File: src/rtl/dsp48_pkg.sv
// Shared widths and opmode encodings for the DSP48A1-style slice stages.
package dsp48_pkg;
   localparam int DAB_W = 48;
   localparam int M_W   = 36;
   localparam int P_W   = 48;

   typedef enum logic [1:0] {
      X_ZERO = 2'd0,
      X_M    = 2'd1,
      X_P    = 2'd2,
      X_DAB  = 2'd3
   } x_sel_e;

   typedef enum logic [1:0] {
      Z_ZERO = 2'd0,
      Z_PCIN = 2'd1,
      Z_P    = 2'd2,
      Z_C    = 2'd3
   } z_sel_e;

   localparam logic OP_ADD = 1'b0;
   localparam logic OP_SUB = 1'b1;
endpackage

File: src/rtl/dsp_pipe_reg.sv
// Optional pipeline register: CE, synchronous clear (priority over CE), async active-low reset.
// With REG=0 the register is bypassed and its control inputs have no effect.
module dsp_pipe_reg #(
   parameter int REG   = 1,
   parameter int WIDTH = 1
) (
   input  logic             clk,
   input  logic             rst_n,
   input  logic             ce_i,
   input  logic             clr_i,
   input  logic [WIDTH-1:0] d_i,
   output logic [WIDTH-1:0] q_o
);
   generate
      if (REG != 0) begin : g_reg
         logic [WIDTH-1:0] data_q;
         logic [WIDTH-1:0] data_d;

         always_comb begin
            data_d = data_q;
            if (clr_i)
               data_d = '0;
            else if (ce_i)
               data_d = d_i;
         end

         always_ff @(posedge clk or negedge rst_n) begin
            if (!rst_n)
               data_q <= '0;
            else
               data_q <= data_d;
         end

         assign q_o = data_q;
      end else begin : g_bypass
         logic unused_ctrl;
         assign unused_ctrl = ^{clk, rst_n, ce_i, clr_i};
         assign q_o         = d_i;
      end
   endgenerate
endmodule

File: src/rtl/dsp_post_adder_stage.sv
// Post-adder stage: X/Z operand muxes, add/subtract with carry-in, optional P/carry/opmode registers.
// Optional macro DSP_P_ZERO_DETECT_EN adds a registered P_ZERO flag.
module dsp_post_adder_stage
   import dsp48_pkg::*;
#(
   parameter int PREG        = 1,
   parameter int CARRYOUTREG = 1,
   parameter int OPMODE_REG  = 1
) (
   input  logic             clk,
   input  logic             rst_n,
   input  logic [DAB_W-1:0] DAB,
   input  logic [M_W-1:0]   m_reg,
   input  logic [P_W-1:0]   c_reg,
   input  logic [P_W-1:0]   pcin,
   input  logic [1:0]       opmode10,
   input  logic [1:0]       opmode32,
   input  logic             opmode7,
   input  logic             cin,
   input  logic             CEOPMODE,
   input  logic             CEP,
   input  logic             CECARRYIN,
   input  logic             RSTOPMODE,
   input  logic             RSTP,
   input  logic             RSTCARRYIN,
   output logic [M_W-1:0]   M,
   output logic [P_W-1:0]   P,
   output logic [P_W-1:0]   PCOUT,
   output logic             CARRYOUT,
`ifdef DSP_P_ZERO_DETECT_EN
   output logic             P_ZERO,
`endif
   output logic             CARRYOUTF
);
   logic [1:0]     opmode10_q;
   logic [1:0]     opmode32_q;
   logic           opmode7_q;
   logic [P_W-1:0] x_mux;
   logic [P_W-1:0] z_mux;
   logic [P_W:0]   post_sum;
   logic [P_W-1:0] p_q;
   logic           carry_q;

   dsp_pipe_reg #(.REG(OPMODE_REG), .WIDTH(2)) u_opmode10_reg (
      .clk(clk), .rst_n(rst_n), .ce_i(CEOPMODE), .clr_i(RSTOPMODE),
      .d_i(opmode10), .q_o(opmode10_q)
   );

   dsp_pipe_reg #(.REG(OPMODE_REG), .WIDTH(2)) u_opmode32_reg (
      .clk(clk), .rst_n(rst_n), .ce_i(CEOPMODE), .clr_i(RSTOPMODE),
      .d_i(opmode32), .q_o(opmode32_q)
   );

   dsp_pipe_reg #(.REG(OPMODE_REG), .WIDTH(1)) u_opmode7_reg (
      .clk(clk), .rst_n(rst_n), .ce_i(CEOPMODE), .clr_i(RSTOPMODE),
      .d_i(opmode7), .q_o(opmode7_q)
   );

   // P feedback taps the stage output, so with PREG=0 the X/Z=P selections form a loop.
   always_comb begin
      x_mux = '0;
      case (opmode10_q)
         X_ZERO:  x_mux = '0;
         X_M:     x_mux = {{(P_W-M_W){1'b0}}, m_reg};
         X_P:     x_mux = p_q;
         X_DAB:   x_mux = DAB;
         default: x_mux = '0;
      endcase
   end

   always_comb begin
      z_mux = '0;
      case (opmode32_q)
         Z_ZERO:  z_mux = '0;
         Z_PCIN:  z_mux = pcin;
         Z_P:     z_mux = p_q;
         Z_C:     z_mux = c_reg;
         default: z_mux = '0;
      endcase
   end

   // Bit P_W is the carry when adding and the borrow when subtracting.
   always_comb begin
      if (opmode7_q == OP_SUB)
         post_sum = {1'b0, z_mux} - ({1'b0, x_mux} + {{P_W{1'b0}}, cin});
      else
         post_sum = {1'b0, z_mux} + {1'b0, x_mux} + {{P_W{1'b0}}, cin};
   end

   dsp_pipe_reg #(.REG(PREG), .WIDTH(P_W)) u_p_reg (
      .clk(clk), .rst_n(rst_n), .ce_i(CEP), .clr_i(RSTP),
      .d_i(post_sum[P_W-1:0]), .q_o(p_q)
   );

   dsp_pipe_reg #(.REG(CARRYOUTREG), .WIDTH(1)) u_carry_reg (
      .clk(clk), .rst_n(rst_n), .ce_i(CECARRYIN), .clr_i(RSTCARRYIN),
      .d_i(post_sum[P_W]), .q_o(carry_q)
   );

`ifdef DSP_P_ZERO_DETECT_EN
   logic p_zero_d;
   assign p_zero_d = (post_sum[P_W-1:0] == '0);

   dsp_pipe_reg #(.REG(PREG), .WIDTH(1)) u_p_zero_reg (
      .clk(clk), .rst_n(rst_n), .ce_i(CEP), .clr_i(RSTP),
      .d_i(p_zero_d), .q_o(P_ZERO)
   );
`endif

   assign M         = m_reg;
   assign P         = p_q;
   assign PCOUT     = p_q;
   assign CARRYOUT  = carry_q;
   assign CARRYOUTF = carry_q;
endmodule

File: config.mk
export PLATFORM = sky130hd
export DESIGN_NAME = dsp_post_adder_stage
export DESIGN_NICKNAME = d
export VERILOG_FILES = /design/src/rtl/dsp48_pkg.sv /design/src/rtl/dsp_pipe_reg.sv /design/src/rtl/dsp_post_adder_stage.sv
export SDC_FILE = /design/constraint.sdc
export NUM_CORES = 1
export LEC_CHECK = 0
export ABC_CLOCK_PERIOD_IN_PS = 8500
export CAP_MARGIN = 30
export CORE_MARGIN = 2
export CORE_UTILIZATION = 54
export DETAILED_ROUTE_END_ITERATION = 12
export GPL_TIMING_DRIVEN = 0
export PLACE_DENSITY_LB_ADDON = 0.08
export SETUP_SLACK_MARGIN = 0.1
export SYNTH_ARGS = -nofsm -noshare
export SYNTH_HDL_FRONTEND = slang
export SYNTH_SLANG_ARGS = --single-unit
File: constraint.sdc
create_clock -name clk -period 8.5 [get_ports clk]
set_input_delay 0.85 -clock clk [delete_from_list [all_inputs] [get_ports clk]]
set_output_delay 0.85 -clock clk [all_outputs]
set_load 0.02 [all_outputs]
## Word-level counts from Yosys, hierarchy flattened

Index checks and enable logic that the tools add are counted.

| operators by class | value |
|---|---|
| $add $sub $neg | 4 |
| reduce and logical (&&, ||, !) cells | 5 |
| equal/unequal tests | 6 |
| multiplexer cells | 13 |

Operators with widths:

| cell | count |
|---|---|
| one-hot mux 48 bit (4 select lines) | 2 |
| 2-to-1 mux 48 bit | 2 |
| adder 48 x 1 -> 49 bit | 1 |
| adder 48 x 48 -> 49 bit | 1 |
| adder 49 x 1 -> 49 bit | 1 |
| 2-to-1 mux 49 bit | 1 |
| subtractor 48 x 49 -> 49 bit | 1 |
| == test 2 bit (second input constant) | 4 |
| 2-to-1 mux 2 bit | 4 |
| nonzero test 2 bit | 3 |
| == test 2 x 1 -> 1 bit (second input constant) | 2 |
| logical NOT 2 bit | 2 |
| 2-to-1 mux 1 bit | 4 |

| word-level totals | value |
|---|---|
| word-level logic and storage cells | 33 |
| register bits after elaboration | 54 |
| output and inout port bits | 134 |

## Logic depth before layout (Yosys ltp)

| depth | value |
|---|---|
| word-level depth | 7 |
| mapped depth | 19 |
| gate-level depth less buffers | 16 |

## Hierarchy

Synthesis repeated with hierarchy kept, for this count alone.

| second synthesis, totals | value |
|---|---|
| cell total of the unflattened synthesis | 1,516 |
| area total of the unflattened synthesis | 11,664.9 sq um |

By module, submodules not included:

| module | area an instance (sq um) | cells an instance | instances |
|---|---|---|---|
| dsp_post_adder_stage | 9,462.8 | 1,343 | 1 |
| dsp_pipe_reg at u_p_reg | 1,969.4 | 155 | 1 |
| dsp_pipe_reg at u_opmode10_reg ... | 77.6 | 6 | 2 |
| dsp_pipe_reg at u_carry_reg ... | 38.8 | 3 | 2 |

## Least setup slack after synthesis

Ideal clock, no wire load.

| timing path | value |
|---|---|
| path type | flip-flop to flip-flop |
| from | reg u_opmode32_reg.g_reg.data_q[1] (netlist: u_opmode32_reg.q_o[1]) |
| to | reg u_carry_reg.g_reg.data_q (netlist: u_carry_reg.q_o) |
| setup time | 0.122 ns |
| setup slack | 4.116 ns |
| cell stages (with the launch flop) | 19 |
| required time | 8.378 ns |
| arrival time | 4.262 ns |
| clock period less this slack | 4.384 ns |
| cells stage by stage | dfrtp_1 > clkbuf_1 > clkbuf_1 > buf_1 > mux2_2 > a22o_1 > fa_1 > inv_1 > fa_1 > and2b_1 > o31ai_2 > a221oi_2 > nor2_1 > o311ai_2 > a21oi_1 > o21ai_2 > a211oi_1 > o31ai_1 > a32o_1 |

| on the way | value |
|---|---|
| cells in the longest elaborated chain, start to end | 7 |

RTL lines:

| element | RTL line | text |
|---|---|---|
| from (decl) | dsp_pipe_reg.sv:16 | `logic [WIDTH-1:0] data_q;` |
| from (signal assigned) | dsp_pipe_reg.sv:31 | `data_q <= data_d;` |
| == test 2 bit (tied with other cells) | dsp_post_adder_stage.sv:73 | `case (opmode32_q)` |
| one-hot mux 48 bit (4 select lines) * | dsp_post_adder_stage.sv:73 |  |
| adder 48 x 48 -> 49 bit | dsp_post_adder_stage.sv:87 | `post_sum = {1'b0, z_mux} + {1'b0, x_mux} + {{P_W{1'b0}}, cin};` |
| adder 49 x 1 -> 49 bit | dsp_post_adder_stage.sv:87 |  |
| 2-to-1 mux 49 bit * | dsp_post_adder_stage.sv:84 | `if (opmode7_q == OP_SUB)` |
| 2-to-1 mux 1 bit * | dsp_pipe_reg.sv:23 | `else if (ce_i)` |
| 2-to-1 mux 1 bit * | dsp_pipe_reg.sv:21 | `if (clr_i)` |
| to (signal assigned) | dsp_pipe_reg.sv:31 |  |
| to (decl) | dsp_pipe_reg.sv:16 |  |

Every way passes the cells marked *; elsewhere a longest branch is shown, timed or not. The select of a mux whose other input is x is not followed.
A chain may end at the register's enable or synchronous reset.

## Worst setup path after layout

Same ends and word-level chain as after synthesis.

==> results.ini <==
[clocking]
postCtsHoldBufs = 0
cts_resized = 0
insertion_delay_ps = 330
postCtsSetupBuffers = 0
clkTransAtPathRegs_ps = 80
cts_buffers = 5
cts.sinks = 54
root_buffer = clkbuf_16
h-tree-depth = 2
cts_tree = yes
clockBufferDepth = 2

[sta]
worst_slack_ps = 2310
finalHoldViolCount = 0
slew_viol_final = 0
period_needed_ps = 6190
slew_headroom = 0.303
worst_pin_slew_ps = 1040
fmax_ghz = 0.162
finalSetupViolations = 0
tns_ps = 0
rsz0062_at_grt = no
fin_skew_ps = 10.5
post-route-period-util = 0.728

[global_routing]
grt_pass1_vias = 12770
antenna_found_initial = 1
track_usage = 0.422
grt_max_degree = 55
grt_pass1_wl_um = 71800
grt.overflow.total = 0

[worst_setup_path]
arrival_ps = 6400
ff2ff_path_depth = 18
path_delay_family = compound AO/OA/AOI/OAI gates
crit_type = flip-flop to flip-flop
cp_num_cells = 18
cp.required_ps = 8710
slowest_delay_ps = 830
cp.buffers_inverters = 4
worstPathMaxFanout = 10
endpoint_kind = flip-flop
startpoint_type = flip-flop
path_cells = clkbuf_1 > clkbuf_1 > buf_1 > mux2_2 > a22o_1 > fa_1 > inv_1 > fa_1 > and2b_1 > o31ai_2 > a221oi_2 > nor2_1 > o311ai_2 > a21oi_1 > o21ai_2 > a211oi_1 > o31ai_1 > a32o_1
critPathSlowestCell = buf_1

[floorplan]
start_util = 0.547
die_area_um2 = 22400
ios = 328
core-area_um2 = 21000
rows = 53
dieHeight_um = 150
die_w_um = 150

[routing]
routed_wl_um = 48700
num_vias = 13124
initialDrtViolationCount = 1243
wl_per_cell_um = 23.3
antenna_left = 0
drc = 0
avgViaCountPerCell = 6.26
drt-pass1-iter-count = 6

[logic_synthesis]
synth_edf_count = 0
synth.distinct_cells = 88
avgSynthCellArea_um2 = 7.71
synth_seq_area_share = 0.118
yosysMostFrequentCell = ha_1
synth_largest_area_cell = ha_1
async_flop_share = 1.00
ys_ff_latch = 54
synth_flop_cell = dfrtp_1
syn_inst = 1487
syn_area_um2 = 11500
synth_fp_nets = 1823
synthTopCellsByCount = ha_1 (138), inv_1 (127), a21oi_1 (112)
synth.top_cells.by_area = ha_1 (15%), dfrtp_1 (12%), mux2_2 (8.2%)
synth_top_area_frac = 0.151
ys_warn_count = 0

[final_layout]
area_growth_pct = 32.9
drive_gt1_frac = 0.116
diodes = 0
nets = 2158

[pwr]
p_leak_nw = 6.77
power_density_nw_per_um2 = 119
ir_drop_mv = 0.0804

[run]
maxCapViolCount = 0

[place]
dpl.hpwl_um = 38700
io_buffers = 325
pre_cts_slack_ps = 2480
place_congestion = 1.03

[status]
status = finished, final reports clean

[hold_path]
hp-class = flip-flop to flip-flop
worstHoldPathCells = 1

## registers in the layout (all words and copies together), names as in the netlist
signal	count
u_opmode10_reg.q_o	2
u_opmode32_reg.q_o	2
u_p_reg.q_o	48
u_opmode7_reg.q_o	1
u_carry_reg.q_o	1
## final timing paths
kind / start / slack, ps / end
hold reg to reg: u_carry_reg.q_o / 580 / u_carry_reg.q_o
max in group asynchronous: rst_n / 7280 / u_p_reg.q_o[7]
hold / removal: u_carry_reg.q_o / 580 / u_carry_reg.q_o
min in group asynchronous: rst_n / 630 / u_opmode10_reg.q_o[1]
setup / recovery: u_opmode32_reg.q_o[1] / 2310 / u_carry_reg.q_o
setup reg to reg: u_opmode32_reg.q_o[1] / 2310 / u_carry_reg.q_o
## cell usage in the layout, fill, tap and decap left out, types with 5 or more instances in the layout
cell type        instances
a211oi_1                15
a21boi_0                 5
a21o_1                  35
a21oi_1                112
a22o_1                  59
a22oi_1                 40
a31oi_1                 10
and2_1                   5
and3_1                   9
buf_1                   10
buf_4                   87
clkbuf_1                66
clkbuf_16                5
clkdlybuf4s50_1        324
dfrtp_1                 54
ha_1                   138
inv_1                  127
mux2_2                  84
mux2i_1                 26
nand2_1                 91
nand2b_1                20
nand3_1                 19
nand3b_1                 5
nand4_1                 17
nor2_1                  83
nor2b_1                 30
nor3_1                  22
o211ai_1                16
o21a_1                   9
o21ai_0                 62
o21ai_1                 21
o21bai_1                22
o221ai_1                 5
or3_1                    5
xnor2_1                 50
xor2_1                  33
## report_power, final
part / switching [W] / internal (W) / leakage [nW] / total [W]
sequential: 0.0000412 / 0.000278 / 0.727 / 0.000319
combinational: 0.000688 / 0.000562 / 5.97 / 0.00125
clock: 0.000122 / 0.000115 / 0.0688 / 0.000238
## metal layers
layer	global-route usage	up-vias	routed length (um)	part of all wire
li1	-	5937	-	-
met1	0.520	6121	18500	0.38
met2	0.667	875	21600	0.44
met3	0.105	191	5470	0.11
met4	0.251	0	3120	0.064
met5	0	-	0	0
## worst register-to-register path: stages, from the launching register on
cell      delay, ps
dfrtp_1         330
clkbuf_1        290
clkbuf_1        570
buf_1           830
mux2_2          420
a22o_1          230
fa_1            430
inv_1            90
fa_1            190
and2b_1         210
o31ai_2         290
a221oi_2        140
nor2_1          370
o311ai_2        270
a21oi_1         500
o21ai_2         240
a211oi_1        310
o31ai_1         120
a32o_1          260
## metrics by stage
step / instance area, um^2 / std cells / hold slack, ps / power, W / utilization
final: 15200 / 2096 / 585 / 0.00181 / 0.727
after global routing: 15200 / 2096 / 607 / 0.00190 / 0.727
after CTS: 15200 / 2094 / 592 / 0.00177 / 0.726
after detailed placement: 15100 / 2088 / 575 / 0.00153 / 0.719
after global placement: 15100 / 2087 / 554 / 0.00152 / 0.719
after floorplan: 11500 / 1487 / 554 / 0.00111 / -
## cells by family after synthesis
kind of cell,after synthesis,synth area share
AOI/OAI and AO/OA,468,0.285
and+or+nand+nor,335,0.145
buffers and inverters,293,0.124
adders and majority gates,142,0.158
muxes,112,0.107
xor gates and xnor gates,83,0.0634
DFF,54,0.118
## area by class of cell
cell class                 instances  area (um^2)
sequential                        54         1350
multi-input combinational       1140         8700
buffer                           164          938
tap                              275          344
clock buffer                       6          139
inverter                         129          484
timing repair buffer             328         3290
fill                            1698         5710
Note: power is estimated with default switching activity, not from simulation.
